--- src/rtl/uart_tx_arbiter.sv ---
// uart_tx_arbiter
//   Shares one UART transmitter between N_REQ byte requesters. Arbitration is
//   round-robin. A launch registers the winner's byte onto tx_data and pulses
//   tx_start together with a one-hot grant. The FSM then waits for the
//   transmitter to report busy, and then for it to go idle again. If busy
//   never rises within START_TIMEOUT cycles, timeout_err pulses and the FSM
//   returns to idle.
//
// Ports
//   clk          system clock, rising edge
//   rst          synchronous active-high reset
//   req          per-requester request bits
//   req_data     packed request bytes, requester i at [8i+7:8i]
//   grant        one-hot, single-cycle acceptance pulse
//   tx_data      byte presented to the transmitter
//   tx_start     single-cycle start pulse, coincident with grant
//   tx_busy      busy flag from the transmitter
//   active_id    requester owning the current or last transfer
//   idle         high while the FSM is in IDLE
//   timeout_err  single-cycle pulse when tx_busy never rose after a launch
module uart_tx_arbiter #(
    parameter int unsigned N_REQ         = 4,
    parameter int unsigned START_TIMEOUT = 8
) (
    input  logic                       clk,
    input  logic                       rst,
    input  logic [N_REQ-1:0]           req,
    input  logic [8*N_REQ-1:0]         req_data,
    output logic [N_REQ-1:0]           grant,
    output logic [7:0]                 tx_data,
    output logic                       tx_start,
    input  logic                       tx_busy,
    output logic [$clog2(N_REQ)-1:0]   active_id,
    output logic                       idle,
    output logic                       timeout_err
);

    localparam int unsigned PTR_W       = $clog2(N_REQ);
    localparam logic [3:0]  TIMEOUT_CNT = 4'(START_TIMEOUT);

    localparam logic [1:0] S_IDLE       = 2'd0;
    localparam logic [1:0] S_START_WAIT = 2'd1;
    localparam logic [1:0] S_BUSY       = 2'd2;

    logic [1:0]       state;
    logic [PTR_W-1:0] ptr;
    logic [3:0]       cnt;

    logic             win_found;
    logic [PTR_W-1:0] win_idx;
    logic [PTR_W-1:0] idx;
    logic [N_REQ-1:0] win_onehot;
    logic [7:0]       win_data;

    // Scan the requesters starting at ptr. The index wraps by truncation,
    // because N_REQ is a power of two.
    always_comb begin
        win_found = 1'b0;
        win_idx   = '0;
        idx       = '0;
        for (int unsigned k = 0; k < N_REQ; k++) begin
            idx = ptr + PTR_W'(k);
            if (!win_found && req[idx]) begin
                win_found = 1'b1;
                win_idx   = idx;
            end
        end
        win_onehot          = '0;
        win_onehot[win_idx] = win_found;
        win_data            = req_data[{win_idx, 3'b000} +: 8];
    end

    always_ff @(posedge clk) begin
        if (rst) begin
            state       <= S_IDLE;
            ptr         <= '0;
            cnt         <= '0;
            grant       <= '0;
            tx_start    <= 1'b0;
            tx_data     <= '0;
            active_id   <= '0;
            idle        <= 1'b1;
            timeout_err <= 1'b0;
        end else begin
            grant       <= '0;
            tx_start    <= 1'b0;
            timeout_err <= 1'b0;
            case (state)
                S_IDLE: begin
                    // A frame still in flight (for example after a reset)
                    // blocks the launch.
                    if (!tx_busy && win_found) begin
                        state     <= S_START_WAIT;
                        idle      <= 1'b0;
                        grant     <= win_onehot;
                        tx_start  <= 1'b1;
                        tx_data   <= win_data;
                        active_id <= win_idx;
                        ptr       <= win_idx + 1'b1;
                        cnt       <= '0;
                    end
                end
                S_START_WAIT: begin
                    if (tx_busy) begin
                        state <= S_BUSY;
                        cnt   <= '0;
                    end else if (cnt + 1'b1 == TIMEOUT_CNT) begin
                        state       <= S_IDLE;
                        idle        <= 1'b1;
                        timeout_err <= 1'b1;
                        cnt         <= '0;
                    end else begin
                        cnt <= cnt + 1'b1;
                    end
                end
                S_BUSY: begin
                    if (!tx_busy) begin
                        state <= S_IDLE;
                        idle  <= 1'b1;
                    end
                end
                default: begin
                    state <= S_IDLE;
                    idle  <= 1'b1;
                end
            endcase
        end
    end

endmodule

--- config.mk ---
export PLATFORM = sky130hd
export DESIGN_NAME = uart_tx_arbiter
export DESIGN_NICKNAME = d
export VERILOG_FILES = /design/src/rtl/uart_tx_arbiter.sv
export SDC_FILE = /design/constraint.sdc
export NUM_CORES = 1
export LEC_CHECK = 0
export CAP_MARGIN = 20
export CORE_ASPECT_RATIO = 1.1
export CORE_MARGIN = 3
export CORE_UTILIZATION = 46
export DETAILED_ROUTE_END_ITERATION = 10
export PLACE_DENSITY = 0.85
export SLEW_MARGIN = 20
export SYNTH_ARGS = -nofsm -noshare
export SYNTH_HDL_FRONTEND = slang
export SYNTH_SLANG_ARGS = --single-unit
--- constraint.sdc ---
create_clock -name clk -period 2.8 [get_ports clk]
set_clock_uncertainty 0.2 [all_clocks]
set_input_delay 0.42 -clock clk [delete_from_list [all_inputs] [get_ports clk]]
set_output_delay 0.42 -clock clk [all_outputs]
set_load 0.01 [all_outputs]
==> run_results.csv <==
group,metric,value,unit
routing,drt-initial-drc-count,56,
clock_network,root_buffer,"clkbuf_4",
routing,highest_layer,"met4",
clock_network,cts_hold_buf,0,
synth,ys_async_sr_fraction,0,%
clock_network,cts_tree,"done",
die,fp.dieH,63.45,um
placement,post_dp_cell_area,1962,um^2
die,die_area,3694,um^2
power,irDropWorstVdd,341.1,uV
setup_path,worst_ep_required_time,2.80,ns
synth,syn_area_per_cell,9.140,um^2
die,start_util,48.81,%
power,intPower,580.5,uW
sta,worstMarginPinSlew,0.8485,ns
sta,fin_ws,0.4451,ns
synth,yosys.cell_count.top_type,"dfxtp_1",
setup_path,end_kind,"register",
clock_network,clockBufferDepth,2,
setup_path,cp.arrival,2.35,ns
power,p_sw,237.7,uW
die,num_rows,20,
placement,hpwlAfterDp,2.783,mm
sta,setup_viol,0,
global_route,grt_max_degree,16,
placement,routabilityCongestion,0.8178,
placement,port_buffers,55,
setup_path,worst_path_max_delay_cell,"clkdlybuf4s50_1",
finish,layout-drive-gt1-share,8.696,%
global_route,grt_pass1_wl,6.092,mm
synth,synth_seq_cells,25,
finish,postLayoutCellArea,1988,um^2
setup_path,worst_setup_path_start_kind,"primary input",
sta,min_period_over_period,84.10,%
placement,place_ws,0.1619,ns
synth,synth_top_flop_cell,"dfxtp_1",
finish,post-route-util,70.31,%
die,coreArea,2828,um^2
routing,wl_met3,281,um
sta,period_needed,2.355,ns
finish,final_nets,253,
global_route,antenna_found_initial,0,
finish,syn2layout_area_growth,44.06,%
routing,num_vias,1365,
power,p_leak,0.0007464,uW
sta,rsz0062_at_grt,"no",
routing,drc_errors,0,
synth,synth.cell_area,1380,um^2
sta,slew_headroom,42.91,%
sta,drv_slew,0,
setup_path,reg2reg_depth,6,
finish,n_fill_cell,225,
routing,drt-met1-wl,1.426,mm
routing,antenna_left,0,
power,power_density,411.5,nW/um^2
setup_path,worst-path-max-fanout,6,
synth,yosysTopAreaCell,"dfxtp_1",
outcome,outcome,"finished, final reports clean",
hold_path,whs_path_depth,2,
synth,synth.top_cell.area_share,36.26,%
finish,antennaDiodeCount,0,
synth,synth_edf_count,0,
routing,drt_wl_total,3.544,mm
clock_network,clock_latency,0.32,ns
synth,yosysWarnings,0,
clock_network,clkTransAtPathRegs,0.13,ns
global_route,grt.total_usage,20.67,%
setup_path,path_class,"in2reg",
synth,synth.distinct_cells,42,
synth,synth_area_leaders,"dfxtp_1, mux2i_1, ha_1",
synth,synth_nets,196,
clock_network,postCtsSetupBuffers,0,
routing,post_drt_wl_per_cell,14.77,um
synth,seq_area_frac_synth,36.26,%
power,power_frac_comb,31.1,%
global_route,grt_pass1_vias,1327,
die,die_x,58.23,um
routing,first_pass_iters,4,
global_route,grt_overflow,0,
clock_network,htreeDepth,1,
synth,synthCells,151,
power,sequentialPowerShare,49.3,%
clock_network,cts.repair.resized,0,
setup_path,critPathMaxStageDelay,0.58,ns
power,sw_frac_of_total,29.05,%
clock_network,cts_buffers,3,
setup_path,cp_cell_sequence,"clkdlybuf4s50_1, a21boi_0, o22ai_1, nor2_1, inv_2, nand2_1, o221ai_1",
power,pwr-share-clk,19.7,%
hold_path,min_path_type,"reg2reg",
routing,via_per_inst,5.688,
die,io_pins,56,
synth,yosys-top-cells-count,"dfxtp_1, mux2i_1, nand2_1",
routing,wl_met2,1.760,mm
sta,finalSetupTns,0,ns
clock_network,clkSinkCount,25,
sta,final_hold_viol_count,0,
run,max_cap_violations,0,
sta,clock.fmax,424.7,MHz
==> cells in the final DEF, fill, tap and decap left out, drive strengths merged, types with 2 or more instances in the layout <==
cell / n
nand3: 5
clkdlybuf4s50: 55
inv: 5
nand2: 15
clkbuf: 4
nand3b: 6
nor2: 10
o21ai: 6
mux2i: 15
a2111o: 3
nor4: 2
or3b: 3
and2: 4
o221ai: 5
dfxtp: 25
a21o: 2
nor3b: 3
buf: 2
a21oi: 12
o211ai: 3
ha: 6
==> layout make-up <==
| type | instances | area, um^2 | area share [%] |
|---|---|---|---|
| tap | 33 | 41.29 | 2.077 |
| inverter | 5 | 18.77 | 0.9440 |
| sequential | 25 | 500.5 | 25.17 |
| clock buffer | 4 | 26.28 | 1.322 |
| timing repair buffer | 57 | 565.5 | 28.45 |
| multi-input combinational | 116 | 835.8 | 42.04 |
==> critical path, delay by kind of cell <==
family / cells / cell delay [ns]
buf+inv: 2 / 0.74
simple gates: 2 / 0.56
compound gates: 3 / 0.63
==> per-layer routing <==
layer	global-route usage (%)	vias up
met3	3.893	8
met1	25.38	627
li1	-	668
met5	0	-
met4	7.246	0
met2	35.31	62
==> through the flow <==
step           power, uW  hold WS [ns]  cells
2_1_floorplan      537.8        0.2805    151
3_3_place_gp       655.8        0.2591    236
3_5_place_dp       664.4        0.2657    236
4_1_cts            823.2        0.2838    240
5_1_grt            859.9        0.2924    240
6_report           818.2        0.2815    240
==> kinds of logic after synthesis <==
family                     Yosys count  synth area share, %
and+or+nand+nor                     54                23.03
buffers and inverters               10                3.173
DFF                                 25                36.26
muxes                               15                10.88
xor gates and xnor gates             1               0.6347
AOI/OAI and AO/OA                   40                20.58
adders and majority gates            6                5.440
==> power groups by stage <==
stage	Clock [uW]	Combinational, uW	Sequential, uW
final	161	254	403
after floorplan	0	121	417
after detailed placement	0	253	411
after global routing	176	276	408
after global placement	0	247	409
after CTS	165	255	403
==> path summary, 6_finish.rpt <==
path	from	slack (ns)	to
hold / removal	active_id[0]$_SDFFE_PP0P_	0.28	active_id[0]$_SDFFE_PP0P_
setup reg to reg	ptr[1]$_SDFFE_PP0P_	0.73	tx_data[6]$_SDFFE_PP0P_
setup / recovery	req[1]	0.45	tx_data[6]$_SDFFE_PP0P_
hold reg to reg	active_id[0]$_SDFFE_PP0P_	0.28	active_id[0]$_SDFFE_PP0P_
==> flip-flops by register name, indices dropped and copies added (netlist names) <==
register / count
state: 2
active_id: 2
idle: 1
timeout_err: 1
ptr: 2
tx_start: 1
grant: 4
tx_data: 8
cnt: 4
Power figures use the tool's default switching activity.
